--- src/rtl/rom_fetch_arbiter.sv ---
// Shared sprite/maze ROM arbiter: round-robin with an urgent override for the
// background fetcher, and a tag pipeline that steers each returned byte home.
module rom_fetch_arbiter #(
  parameter int N_REQ   = 3,
  parameter int ADDR_W  = 19,
  parameter int DATA_W  = 8,
  parameter int ROM_LAT = 1
) (
  input  logic                    Clk,
  input  logic                    Reset,
  input  logic [N_REQ-1:0]        req,
  input  logic [N_REQ*ADDR_W-1:0] addr,
  input  logic                    urgent,
  output logic [N_REQ-1:0]        gnt,
  output logic [N_REQ-1:0]        rvalid,
  output logic [DATA_W-1:0]       rdata,
  output logic [ADDR_W-1:0]       rom_addr,
  input  logic [DATA_W-1:0]       rom_data,
  output logic                    busy
);

  localparam int ID_W   = (N_REQ > 1) ? $clog2(N_REQ) : 1;
  localparam int STAGES = ROM_LAT + 1;

  logic [ID_W-1:0]   ptr;
  logic              grant_any;
  logic              urgent_win;
  logic [ID_W-1:0]   winner;
  logic [STAGES-1:0] tag_v;
  logic [ID_W-1:0]   tag_id [STAGES];

  // Scan from the highest offset down so the hit closest to ptr is kept last.
  always_comb begin
    int idx;
    idx        = 0;
    grant_any  = 1'b0;
    urgent_win = 1'b0;
    winner     = '0;
    gnt        = '0;
    if (!Reset) begin
      if (urgent && req[0]) begin
        grant_any  = 1'b1;
        urgent_win = 1'b1;
      end else begin
        for (int k = N_REQ - 1; k >= 0; k--) begin
          idx = (int'(ptr) + k) % N_REQ;
          if (req[idx]) begin
            grant_any = 1'b1;
            winner    = ID_W'(idx);
          end
        end
      end
      if (grant_any) gnt = N_REQ'(1) << winner;
    end
  end

  // Urgent grants leave the pointer alone so the rotation resumes where it was.
  always_ff @(posedge Clk) begin
    if (Reset) begin
      ptr      <= '0;
      rom_addr <= '0;
      tag_v    <= '0;
    end else begin
      if (grant_any && !urgent_win)
        ptr <= (winner == ID_W'(N_REQ - 1)) ? '0 : winner + 1'b1;
      if (grant_any)
        rom_addr <= addr[int'(winner)*ADDR_W +: ADDR_W];
      tag_v <= {tag_v[STAGES-2:0], grant_any};
    end
  end

  always_ff @(posedge Clk) begin
    tag_id[0] <= winner;
    for (int k = 1; k < STAGES; k++) tag_id[k] <= tag_id[k-1];
  end

  assign rvalid = (!Reset && tag_v[STAGES-1]) ? (N_REQ'(1) << tag_id[STAGES-1]) : '0;
  assign rdata  = rom_data;
  assign busy   = !Reset && (|tag_v);

endmodule

--- config.mk ---
export PLATFORM = sky130hd
export DESIGN_NAME = rom_fetch_arbiter
export DESIGN_NICKNAME = d
export VERILOG_FILES = /design/src/rtl/rom_fetch_arbiter.sv
export SDC_FILE = /design/constraint.sdc
export NUM_CORES = 1
export LEC_CHECK = 0
export ABC_AREA = 1
export ABC_CLOCK_PERIOD_IN_PS = 2100
export BUFFER_PORTS_ARGS = -buffer_cell sky130_fd_sc_hd__buf_2
export CAP_MARGIN = 5
export CORE_MARGIN = 5
export CORE_UTILIZATION = 35
export CTS_CLUSTER_SIZE = 25
export DETAILED_ROUTE_END_ITERATION = 6
export GPL_ROUTABILITY_DRIVEN = 0
export PLACE_DENSITY = 0.66
export SETUP_SLACK_MARGIN = 0.1
export SLEW_MARGIN = 20
export SYNTH_ARGS = -nofsm -noshare
export SYNTH_HDL_FRONTEND = slang
export SYNTH_SLANG_ARGS = --single-unit
--- constraint.sdc ---
create_clock -name Clk -period 2.1 [get_ports Clk]
set_input_delay 0.21 -clock Clk [delete_from_list [all_inputs] [get_ports Clk]]
set_output_delay 0.21 -clock Clk [all_outputs]
set_load 0.005 [all_outputs]
## Word level (Yosys, flattened, before mapping)

Memory sizes are Yosys's and may differ from the RTL's.
Cells that the tools add are included.

- Register bits: 23
- RAM bits: 4
- Input port bits: 71
- Logic and storage cells: 52
- Memories kept: 1

- $add $sub $neg: 3
- Multipliers: 1
- Divide/modulo/power cells: 3
- $lt $le $gt $ge: 3
- Eq/ne operators: 1
- Shifts and indexed selects: 3
- Muxes and demuxes: 27
- Reductions and logical operators: 7

Memory list:

| memory | words | bits a word | read ports | clocked after memory_dff | write ports | RTL line | source |
|---|---|---|---|---|---|---|---|
| tag_id | 2 | 2 | 2 | 0 | 2 | 30 | `logic [ID_W-1:0] tag_id [STAGES];` |

Operators by type and width:

| cell | count |
|---|---|
| $lt A32 B4 Y1 const B | 3 |
| $mod A32 B3 Y32 const B | 2 |
| $shiftx A57 B8 Y19 | 1 |
| $mod A3 B3 Y32 const B | 1 |
| $mux W1 | 14 |
| $mux W2 | 7 |
| $mux W3 | 3 |
| $mul A2 B5 Y7 const B | 1 |
| $bmux W1 S2 | 3 |
| $shl A1 B2 Y3 const A | 2 |
| $logic_and A1 B1 Y1 | 4 |
| $add A2 B1 Y3 const B | 1 |
| $add A2 B2 Y3 const B | 1 |
| $add A2 B1 Y2 const B | 1 |
| $eq A2 B2 Y1 const B | 1 |
| $logic_not A1 Y1 | 2 |
| $reduce_or A2 Y1 | 1 |

## Logic depth before layout (Yosys ltp)

- Depth in word-level cells: 13
- Depth in mapped cells: 14
- Mapped depth without buffers: 13

## Worst setup path before layout

Ideal clock, no wire load.

- Path kind: reg-to-reg
- Start: register ptr[0]
- End: register rom_addr[10]
- Data arrival time: 1.634 ns
- Setup slack: 0.349 ns
- Stages on the path, launching flop included: 12
- Buffers on the path: 2
- Clock period less this slack: 1.751 ns
- Cells stage by stage: dfxtp_1 inv_1 ha_1 inv_2 nand2_1 nand3_1 nand2_1 nand3b_2 buf_4 buf_2 o21ai_0 nor2_1

- Word-level cells in the longest chain between the ends: 13
- Elaborated cells between the ends (all ways): 28

Ends and longest elaborated chain:

| item | RTL line | source |
|---|---|---|
| start: declaration | 25 | `logic [ID_W-1:0] ptr;` |
| start signal: assignment | 65 | `ptr <= (winner == ID_W'(N_REQ - 1)) ? '0 : winner + 1'b1;` |
| $add A2 B2 Y3 | 46 | `idx = (int'(ptr) + k) % N_REQ;` |
| $mod A32 B3 Y32 | 46 |  |
| $bmux W1 S2 | 47 | `if (req[idx]) begin` |
| $mux W1 (implied by the code) (2 in series) | 47 |  |
| $mux W2 (3 in series) | 47 |  |
| $mux W2 | 41 | `if (urgent && req[0]) begin` |
| $mux W2 (2 in series) | 40 | `if (!Reset) begin` |
| $mul A2 B5 Y7 | 67 | `rom_addr <= addr[int'(winner)*ADDR_W +: ADDR_W];` |
| $shiftx A57 B8 Y19 | 67 |  |
| end signal: assignment | 67 |  |
| end: declaration | 17 | `output logic [ADDR_W-1:0] rom_addr,` |

Parallel ways exist; a longest one is shown, timed or not. The select of a mux whose other input is x is not followed.
A chain may end at the register's enable or synchronous reset.

## Final worst setup path

- Start: register ptr[0]
- End: output port gnt[0]

- Word-level cells in the longest chain between the ends: 13
- Elaborated cells between the ends (all ways): 27

Ends and longest elaborated chain:

| item | RTL line | source |
|---|---|---|
| $add A2 B2 Y3 | 46 |  |
| $mod A32 B3 Y32 | 46 |  |
| $bmux W1 S2 | 47 |  |
| $mux W1 (implied by the code) (2 in series) | 47 |  |
| $mux W2 (3 in series) | 47 |  |
| $mux W2 | 41 |  |
| $mux W2 | 40 |  |
| $shl A1 B2 Y3 | 53 | `if (grant_any) gnt = N_REQ'(1) << winner;` |
| $mux W3 * | 53 |  |
| $mux W3 * | 40 |  |
| end: declaration | 14 | `output logic [N_REQ-1:0] gnt,` |

Every way passes the cells marked *; elsewhere a longest branch is shown, timed or not. The select of a mux whose other input is x is not followed.

==> insert_results.sql <==
INSERT INTO impl_metrics (metric_group, metric, value, unit) VALUES
('status', 'outcome', 'finished, final reports clean', ''),
('logic_synthesis', 'netlist_instances', '308', ''),
('finish', 'final_std_cells_w_o_fill', '462', ''),
('finish', 'layout-area-overhead-vs-synth', '36.0', '%'),
('floorplanning', 'floorplan.initialDensity', '36.3', '%'),
('logic_synthesis', 'synth_compound_gate_area_share', '7.11', '%'),
('power_and_ir_drop', 'irDropWorstVdd', '0.000584', 'V'),
('logic_synthesis', 'synth_top_family_by_area', 'simple AND/OR/NAND/NOR gates', ''),
('floorplanning', 'boundaryPins', '105', ''),
('global_route', 'first_global_vias', '2020', ''),
('worst_setup_path', 'r2r_start', 'ptr[0]', ''),
('global_route', 'track_usage', '15.3', '%'),
('min_path', 'min_path_cells', '2', ''),
('detailed_routing', 'avgViaCountPerCell', '4.48', ''),
('sta', 'final_hold_viol_count', '0', ''),
('logic_synthesis', 'post_synth_fa_ha_maj_area_fraction', '1.34', '%'),
('worst_setup_path', 'setup_crit_end_kind', 'output pin', ''),
('logic_synthesis', 'synth_area_leaders', 'dfxtp_1 (29%), nor2_1 (17%), inv_1 (10%), nand2_1 (7.7%), nand4_1 (6.4%)', ''),
('logic_synthesis', 'syn_std_cell_area', '0.00186', 'mm2'),
('sta', 'setup_ws', '43.0', 'ps'),
('global_route', 'globalRoute.totalOverflow', '0', ''),
('worst_setup_path', 'cp.depth', '10', ''),
('global_route', 'antenna_found_initial', '0', ''),
('min_path', 'worstHoldPathType', 'input pin to flip-flop', ''),
('min_path', 'hold_start', 'Reset', ''),
('logic_synthesis', 'ys.warnings.count', '0', ''),
('sta', 'slew_violations', '0', ''),
('worst_setup_path', 'register_to_register_setup_slack', '210', 'ps'),
('global_route', 'grt_first_pass_wirelength', '9.07', 'mm'),
('power_and_ir_drop', 'power_density', '1140', 'mW/mm2'),
('clocking', 'clk_latency', '270', 'ps'),
('global_route', 'grt_max_degree', '24', ''),
('worst_setup_path', 'worstSetupPathType', 'flip-flop to output pin', ''),
('worst_setup_path', 'critPathLaunch', 'ptr[0]', ''),
('place', 'dp.cells', '452', ''),
('finish', 'antenna_cells_inserted', '0', ''),
('logic_synthesis', 'synth-async-reset-ratio', '0', '%'),
('finish', 'post-route-util', '49.3', '%'),
('clocking', 'cts_htree_levels', '1', ''),
('clocking', 'cts.root.buffer_cell', 'clkbuf_8', ''),
('sta', 'fin_crit_sh', '98.0', '%'),
('logic_synthesis', 'synth_top_area_cell', 'dfxtp_1', ''),
('detailed_routing', 'wl', '5.31', 'mm'),
('clocking', 'cts-buffers-inserted', '3', ''),
('clocking', 'clock-sinks', '27', ''),
('detailed_routing', 'ant_nets', '0', ''),
('logic_synthesis', 'synthXorXnorAreaFrac', '0', '%'),
('finish', 'layout.nets', '466', ''),
('sta', 'timing.fmax', '486', 'MHz'),
('detailed_routing', 'dr.first_iter.drc_count', '38', ''),
('worst_setup_path', 'crit_buf_inv', '3', ''),
('floorplanning', 'die_h', '83.0', 'um'),
('floorplanning', 'fp-row-count', '26', ''),
('logic_synthesis', 'synth.net_count', '381', ''),
('worst_setup_path', 'critPathRequiredTime', '1890', 'ps'),
('sta', 'timing_worst_slew_pin_value', '422', 'ps'),
('detailed_routing', 'dr_total_vias', '2069', ''),
('clocking', 'worst_setup_hold_path_clk_slew', '100', 'ps'),
('sta', 'period_minus_slack', '2060', 'ps'),
('floorplanning', 'area_of_the_core', '0.00514', 'mm2'),
('logic_synthesis', 'netlist-cell-type-count', '24', ''),
('finish', 'drive_above_1_share', '38.8', '%'),
('clocking', 'clockBufferDepth', '2', ''),
('place', 'port_buffers', '88', ''),
('logic_synthesis', 'avgSynthCellArea', '6.05', 'um2'),
('logic_synthesis', 'synth-seq-cells', '27', ''),
('logic_synthesis', 'count_of_flip_flops_with_a_built_in_enable_after_synthesis', '0', ''),
('worst_setup_path', 'startpoint_type', 'flip-flop', ''),
('worst_setup_path', 'critPathArrivalTime', '1850', 'ps'),
('logic_synthesis', 'ys_seq_area_share', '29.0', '%'),
('sta', 'setup_repair_after_global_routing_missed_its_margin', 'yes', '');
[timing repair]
action | 4_1_cts | 5_1_grt
buffers inserted | 5 | 3
gates resized for setup | 13 | 15
hold buffers | 0 | 0
pin swaps | 2 | 6
setup endpoints to repair | 4 | 24
[registers in the layout, summed over array words and instances, names as in the netlist]
name / flops
ptr: 2
rom_addr: 19
tag_id: 4
tag_v: 2
[power by group]
group          switching, uW  total, uW  internal (uW)  leakage [uW]
Sequential              96.1        809            713      0.000227
Combinational           1040       1780            746       0.00118
Clock                    167        301            135     0.0000217
Total                   1300       2890           1590       0.00143
[cell families (layout without fill, tap and decap cells)]
family | Yosys count | after routing
AOI/OAI and AO/OA | 25 | 25
adders and majority gates | 2 | 2
buffers and inverters | 80 | 164
DFF | 27 | 27
and+or+nand+nor | 174 | 174
[per-stage QoR]
step           TNS, ps  area, um2  hold slack [ps]
3_3_place_gp         0       2310              312
6_report             0       2530              110
3_5_place_dp         0       2310              315
2_1_floorplan        0       1860              282
5_1_grt          -40.8       2530             93.8
4_1_cts              0       2460             97.4
[worst reg2reg max path, delay by kind of cell (launching register included)]
family | cells | cell delay, ps
adders and majority gates | 1 | 170
AOI/OAI and AO/OA | 1 | 190
DFF | 1 | 350
and+or+nand+nor | 8 | 710
buffers and inverters | 3 | 380
[Yosys cell counts (3+ instances only)]
cell type and number:
buf_2 5, buf_4 13, clkbuf_1 3, dfxtp_1 27
inv_1 51, inv_2 5, nand2_1 38, nand3_1 7
nand3_2 4, nand4_1 19, nor2_1 83, nor2_2 18
o21ai_0 21
[final timing paths]
kind | endpoint
max | gnt[0]
min | tag_v[1]
max reg2reg | rom_addr[6]
min reg2reg | tag_id[0][3]
[routing by layer]
layer / GRT usage, % / part of all wire [%] / up-vias
li1: - / - / 1101
met1: 19.6 / 45 / 878
met2: 25.2 / 45 / 88
met3: 5.64 / 10 / 2
met4: 1.63 / 0.38 / 0
met5: 0 / 0 / -
[placed cells by master (no fill, tap or decap), types with 3 or more instances in the layout]
cell type  count
o21ai_0       21
nand4_1       19
nand3_1        5
nand3_2        5
dfxtp_1       25
inv_1         50
inv_2          4
nand2_1       34
buf_4         12
nor2_2        18
buf_2         88
nor2_1        82
nand2_2        3
clkbuf_8       3
[layout make-up]
| cell class | count | area [um2] |
|---|---|---|
| Sequential cell | 27 | 546 |
| Clock inverter | 1 | 7.51 |
| Timing Repair Buffer | 104 | 588 |
| Inverter | 56 | 215 |
| Tap cell | 70 | 87.6 |
| Fill cell | 553 | 2610 |
| Clock buffer | 3 | 41.3 |
| Multi-Input combinational cell | 201 | 1050 |
Power figures use the tool's default switching activity.
